==> src/rtl/regfile_arbiter.sv <==
// Two-requester round-robin front end for a register file: accepts one request at a
// time, issues it for one cycle, captures the read data and holds the response.
module regfile_arbiter #(
  parameter int DATA_W   = 16,
  parameter int ADDR_W   = 5,
  parameter int NUM_REGS = 16
) (
  input  logic                  clk,
  input  logic                  rst_n,
  input  logic [1:0]            ReqValid,
  output logic [1:0]            ReqReady,
  input  logic [3:0]            ReqOp,
  input  logic [2*ADDR_W-1:0]   ReqAddr1,
  input  logic [2*ADDR_W-1:0]   ReqAddr2,
  input  logic [2*ADDR_W-1:0]   ReqWAddr,
  input  logic [2*DATA_W-1:0]   ReqWData,
  output logic [2:0]            Sel,
  output logic [ADDR_W-1:0]     ReadRegister1,
  output logic [ADDR_W-1:0]     ReadRegister2,
  output logic [ADDR_W-1:0]     WriteRegister,
  output logic [DATA_W-1:0]     WriteData,
  input  logic [DATA_W-1:0]     ReadData1,
  input  logic [DATA_W-1:0]     ReadData2,
  output logic                  RspValid,
  input  logic                  RspReady,
  output logic                  RspId,
  output logic                  RspErr,
  output logic [DATA_W-1:0]     RspData1,
  output logic [DATA_W-1:0]     RspData2
);

  typedef enum logic [1:0] {IDLE, ISSUE, CAPTURE, RESP} state_t;
  typedef enum logic [1:0] {OP_READ1, OP_READ2, OP_WRITE, OP_WRRD} op_t;

  // One extra bit so the limit itself is representable even when NUM_REGS == 2**ADDR_W.
  localparam logic [ADDR_W:0] ADDR_LIMIT = (ADDR_W+1)'(NUM_REGS);

  state_t              state, state_nxt;
  logic                ptr;
  op_t                 op_q;
  logic [ADDR_W-1:0]   addr1_q, addr2_q, waddr_q;
  logic [DATA_W-1:0]   wdata_q, data1_q, data2_q;
  logic                id_q, err_q;

  logic                win_b, accept, req_err, bad1, bad2, badw, drive;
  op_t                 req_op;
  logic [ADDR_W-1:0]   req_a1, req_a2, req_wa;
  logic [DATA_W-1:0]   req_wd;

  // ptr = 1 means B has priority when both requesters are valid.
  always_comb begin
    win_b  = ReqValid[1] & (~ReqValid[0] | ptr);
    accept = (state == IDLE) & (|ReqValid);
    req_op = op_t'(win_b ? ReqOp[3:2] : ReqOp[1:0]);
    req_a1 = win_b ? ReqAddr1[2*ADDR_W-1:ADDR_W] : ReqAddr1[ADDR_W-1:0];
    req_a2 = win_b ? ReqAddr2[2*ADDR_W-1:ADDR_W] : ReqAddr2[ADDR_W-1:0];
    req_wa = win_b ? ReqWAddr[2*ADDR_W-1:ADDR_W] : ReqWAddr[ADDR_W-1:0];
    req_wd = win_b ? ReqWData[2*DATA_W-1:DATA_W] : ReqWData[DATA_W-1:0];
    bad1   = {1'b0, req_a1} >= ADDR_LIMIT;
    bad2   = {1'b0, req_a2} >= ADDR_LIMIT;
    badw   = {1'b0, req_wa} >= ADDR_LIMIT;
    req_err = 1'b0;
    unique case (req_op)
      OP_READ1: req_err = bad1;
      OP_READ2: req_err = bad1 | bad2;
      OP_WRITE: req_err = badw;
      OP_WRRD:  req_err = bad1 | bad2 | badw;
    endcase
    ReqReady = 2'b00;
    if (state == IDLE && rst_n)
      ReqReady = win_b ? 2'b10 : {1'b0, ReqValid[0]};
  end

  always_ff @(posedge clk or negedge rst_n) begin
    if (!rst_n) state <= IDLE;
    else        state <= state_nxt;
  end

  always_comb begin
    state_nxt = state;
    Sel       = 3'b000;
    drive     = 1'b0;
    unique case (state)
      IDLE:    if (accept) state_nxt = req_err ? RESP : ISSUE;
      ISSUE: begin
        drive = 1'b1;
        unique case (op_q)
          OP_READ1: Sel = 3'b010;
          OP_READ2: Sel = 3'b011;
          OP_WRITE: Sel = 3'b001;
          OP_WRRD:  Sel = 3'b100;
        endcase
        state_nxt = CAPTURE;
      end
      CAPTURE: begin
        drive     = 1'b1;
        state_nxt = RESP;
      end
      RESP:    if (RspReady) state_nxt = IDLE;
    endcase
  end

  assign ReadRegister1 = drive ? addr1_q : '0;
  assign ReadRegister2 = drive ? addr2_q : '0;
  assign WriteRegister = drive ? waddr_q : '0;
  assign WriteData     = drive ? wdata_q : '0;
  assign RspValid      = (state == RESP);
  assign RspId         = id_q;
  assign RspErr        = err_q;
  assign RspData1      = data1_q;
  assign RspData2      = data2_q;

  // Request capture on accept; read data is zeroed for fields the op does not read.
  always_ff @(posedge clk or negedge rst_n) begin
    if (!rst_n) begin
      ptr     <= 1'b0;
      op_q    <= OP_READ1;
      addr1_q <= '0;
      addr2_q <= '0;
      waddr_q <= '0;
      wdata_q <= '0;
      id_q    <= 1'b0;
      err_q   <= 1'b0;
      data1_q <= '0;
      data2_q <= '0;
    end else if (state == IDLE && accept) begin
      ptr     <= ~win_b;
      op_q    <= req_op;
      addr1_q <= req_a1;
      addr2_q <= req_a2;
      waddr_q <= req_wa;
      wdata_q <= req_wd;
      id_q    <= win_b;
      err_q   <= req_err;
      if (req_err) begin
        data1_q <= '0;
        data2_q <= '0;
      end
    end else if (state == CAPTURE) begin
      data1_q <= (op_q == OP_WRITE) ? '0 : ReadData1;
      data2_q <= (op_q == OP_READ2 || op_q == OP_WRRD) ? ReadData2 : '0;
    end
  end

endmodule

==> config.mk <==
export PLATFORM = sky130hd
export DESIGN_NAME = regfile_arbiter
export DESIGN_NICKNAME = d
export VERILOG_FILES = /design/src/rtl/regfile_arbiter.sv
export SDC_FILE = /design/constraint.sdc
export NUM_CORES = 1
export LEC_CHECK = 0
export CORE_MARGIN = 8
export CORE_UTILIZATION = 40
export CTS_BUF_LIST = sky130_fd_sc_hd__clkbuf_16
export DETAILED_ROUTE_END_ITERATION = 10
export PLACE_DENSITY = 0.82
export SLEW_MARGIN = 10
export SYNTH_ARGS = -nofsm -noshare
export SYNTH_HDL_FRONTEND = slang
export SYNTH_SLANG_ARGS = --single-unit
==> constraint.sdc <==
create_clock -name clk -period 1.94 [get_ports clk]
set_input_delay 0.194 -clock clk [delete_from_list [all_inputs] [get_ports clk]]
set_output_delay 0.194 -clock clk [all_outputs]
set_load 0.05 [all_outputs]
==> results.yml <==
drt:
  dr_total_vias: 3048
  wl_per_cell_um: 17.4
  dr.first_iter.drc_count: 86
  drc: 0
  antenna_left: 0
  dr.pass1.iters: 4
  wl_mm: 10.4
  via_per_inst: 5.09
synthesis:
  ys_async_sr_fraction: 1.00
  synth.top_cells.by_area: "dfrtp_1 53%, a22o_1 8.5%, nand2_1 7.4%, a22oi_1 6.6%, and2_1 6.5%"
  synth-edff-count: 0
  synth.distinct_cells: 30
  synth_seq_cells: 70
  yosys_warnings: 0
  syn-mean-instance-area_um2: 10.7
  synth_most_common_cell: "dfrtp_1"
  netlist_instances: 306
  synth_top_cell_area_share: 0.534
  synth_top_area_cell: "dfrtp_1"
  synth_common_cells: "70 x dfrtp_1, 65 x nand2_1, 34 x and2_1"
  seq_area_frac_synth: 0.534
  netlist_area_um2: 3280
  syn_nets: 419
  ys.flop_type: "dfrtp_1"
run:
  cap_viol_max_count: 0
sta:
  finalClockSkew_ps: 6.19
  fmax_ghz: 0.523
  hold_viol: 0
  hold_ws_ps: 314
  setup_slack_ps: 28.8
  setup_viol: 0
  post-route-period-util: 0.985
  layout_min_cycle_time_ps: 1910
  worstMarginPinSlew_ps: 587
  rsz0062_at_grt: "true"
  slew_headroom: 0.609
  fin_setup_tns_ps: 0
  slew_violations: 0
clock_network:
  cts.sink_count: 70
  cts_tree: "built"
  cts-buffers-inserted: 9
  insertion_delay_ps: 320
  root_buffer: "clkbuf_16"
  htreeDepth: 3
  cts_max_path_buffers: 2
  path_clk_slew_ps: 50
grt:
  overflow: 0
  antenna_found_initial: 0
  grt_util_all_layers: 0.185
  grt_pass1_wl_mm: 16.8
  grt_start_max_net_pins: 49
  grt_pass1_vias: 3352
critical_path:
  cp-start-kind: "register"
  worst_ep_required_time_ps: 1750
  setup.worst_path.class: "register to output pin"
  cp-end-kind: "output pin"
  path_max_fanout: 5
  cp.arrival_ps: 1720
placement:
  io_buffers: 173
  dp_hpwl_mm: 8.15
  pre_cts_slack_ps: 59.0
  gp_congestion: 0.780
  placed_cells: 576
power:
  power_density_nw_per_um2: 2090
  pwr-share-clk: 0.148
  p_seq_frac: 0.203
  power_frac_comb: 0.650
  intPower_mw: 6.76
  p_leak_nw: 2.70
  power.switching_mw: 5.61
  ir_drop_uv: 1330
  switching_share: 0.454
cells_and_area:
  diodes: 0
  syn2layout_area_growth_pct: 80.1
  final_cells: 599
  layout-drive-gt1-share: 0.168
  nNetsFinal: 602
floorplan:
  dieHeight_um: 107
  ioPinCount: 174
  die-area_um2: 11400
  fp.coreArea_um2: 8090
  die_w_um: 107
  start_util: 0.406
  fp-row-count: 33
outcome:
  status: "finished, final reports clean"
worst_hold_path:
  hold_path_class: "input port to async pin"
[worst max-delay path: stages, from the launching register on]
cell	delay (ps)
dfrtp_1	410
inv_2	110
ha_4	180
clkinvlp_4	110
a211oi_4	250
and2_4	200
buf_12	130
[path summary, 6_finish.rpt]
| kind | slack, ps | start | to | depth (start not counted) |
|---|---|---|---|---|
| worst max register to register | 120 | state[1] | wdata_q[6] | 8 |
| worst max-delay path | 30 | state[1] | ReqReady[1] | 6 |
| max in group asynchronous | 720 | rst_n | RspData2[8] | 3 |
| worst min-delay path | 310 | rst_n | wdata_q[7] | 2 |
| min in group clk | 460 | addr2_q[3] | addr2_q[3] | 2 |
| worst min register to register | 460 | addr2_q[3] | addr2_q[3] | 2 |
[metrics by stage]
stage	utilization	power (mW)	cell area (um^2)
finish	0.731	12.4	5910
global route	0.731	13.0	5910
detailed placement	0.680	10.5	5500
global placement	0.680	10.3	5500
CTS	0.724	12.4	5860
floorplan	-	6.98	3280
[area by class of cell]
class	instances	area, um^2
flip-flops and latches	70	1750
inverters	11	45.0
well taps	105	131
repair buffers	190	2230
clock buffers	9	225
clock inverters	7	114
fillers	576	2180
multi-input cells	207	1420
[per-layer routing]
layer	wire, um	share of wire	track usage
met5	0	0	0
met4	169	0.016	0.0734
met2	4980	0.48	0.299
met3	1240	0.12	0.103
met1	4020	0.39	0.198
[power by group through the flow]
stage	logic (mW)	registers (mW)	clock network, mW
after global placement	7.82	2.47	0
after floorplan	3.52	3.46	0
after detailed placement	7.94	2.52	0
final	8.04	2.51	1.83
after CTS	8.03	2.51	1.87
after global routing	8.49	2.58	1.94
[cells in the final DEF, fill, tap and decap left out, types with 2 or more instances in the layout]
cell               n
clkdlybuf4s50_1  135
dfrtp_1           70
nand2_1           65
buf_12            37
and2_1            33
a22o_1            32
a22oi_1           29
buf_4             17
mux2i_1            9
ha_1               9
clkbuf_16          9
inv_1              8
o21ai_0            8
inv_2              3
bufinv_16          3
clkinvlp_4         2
a211oi_4           2
nor2_4             2
nor2b_1            2
o21ai_1            2
[state kept, by name, indices dropped and copies added, names as in the netlist]
| name | flops |
|---|---|
| op_q | 2 |
| RspId | 1 |
| RspErr | 1 |
| wdata_q | 16 |
| addr2_q | 5 |
| addr1_q | 5 |
| RspData1 | 16 |
| waddr_q | 5 |
| state | 2 |
| ptr | 1 |
| RspData2 | 16 |
[cell families (layout without fill, tap and decap cells)]
group	Yosys count	after routing	share of synthesized area
flops	70	70	0.534
compound gates	81	81	0.199
simple gates	107	107	0.157
buf+inv	29	217	0.0442
fa+ha+maj	10	10	0.0381
mux	9	9	0.0274
[timing repair]
action	CTS	global route
resized for setup	5	1
hold endpoints to repair	22	0
cloned	0	0
hold buffers	1	0
buffers inserted	0	7
pin swaps	0	2
endpoints found under the setup margin	32	7
Note: power is estimated with default switching activity, not from simulation.
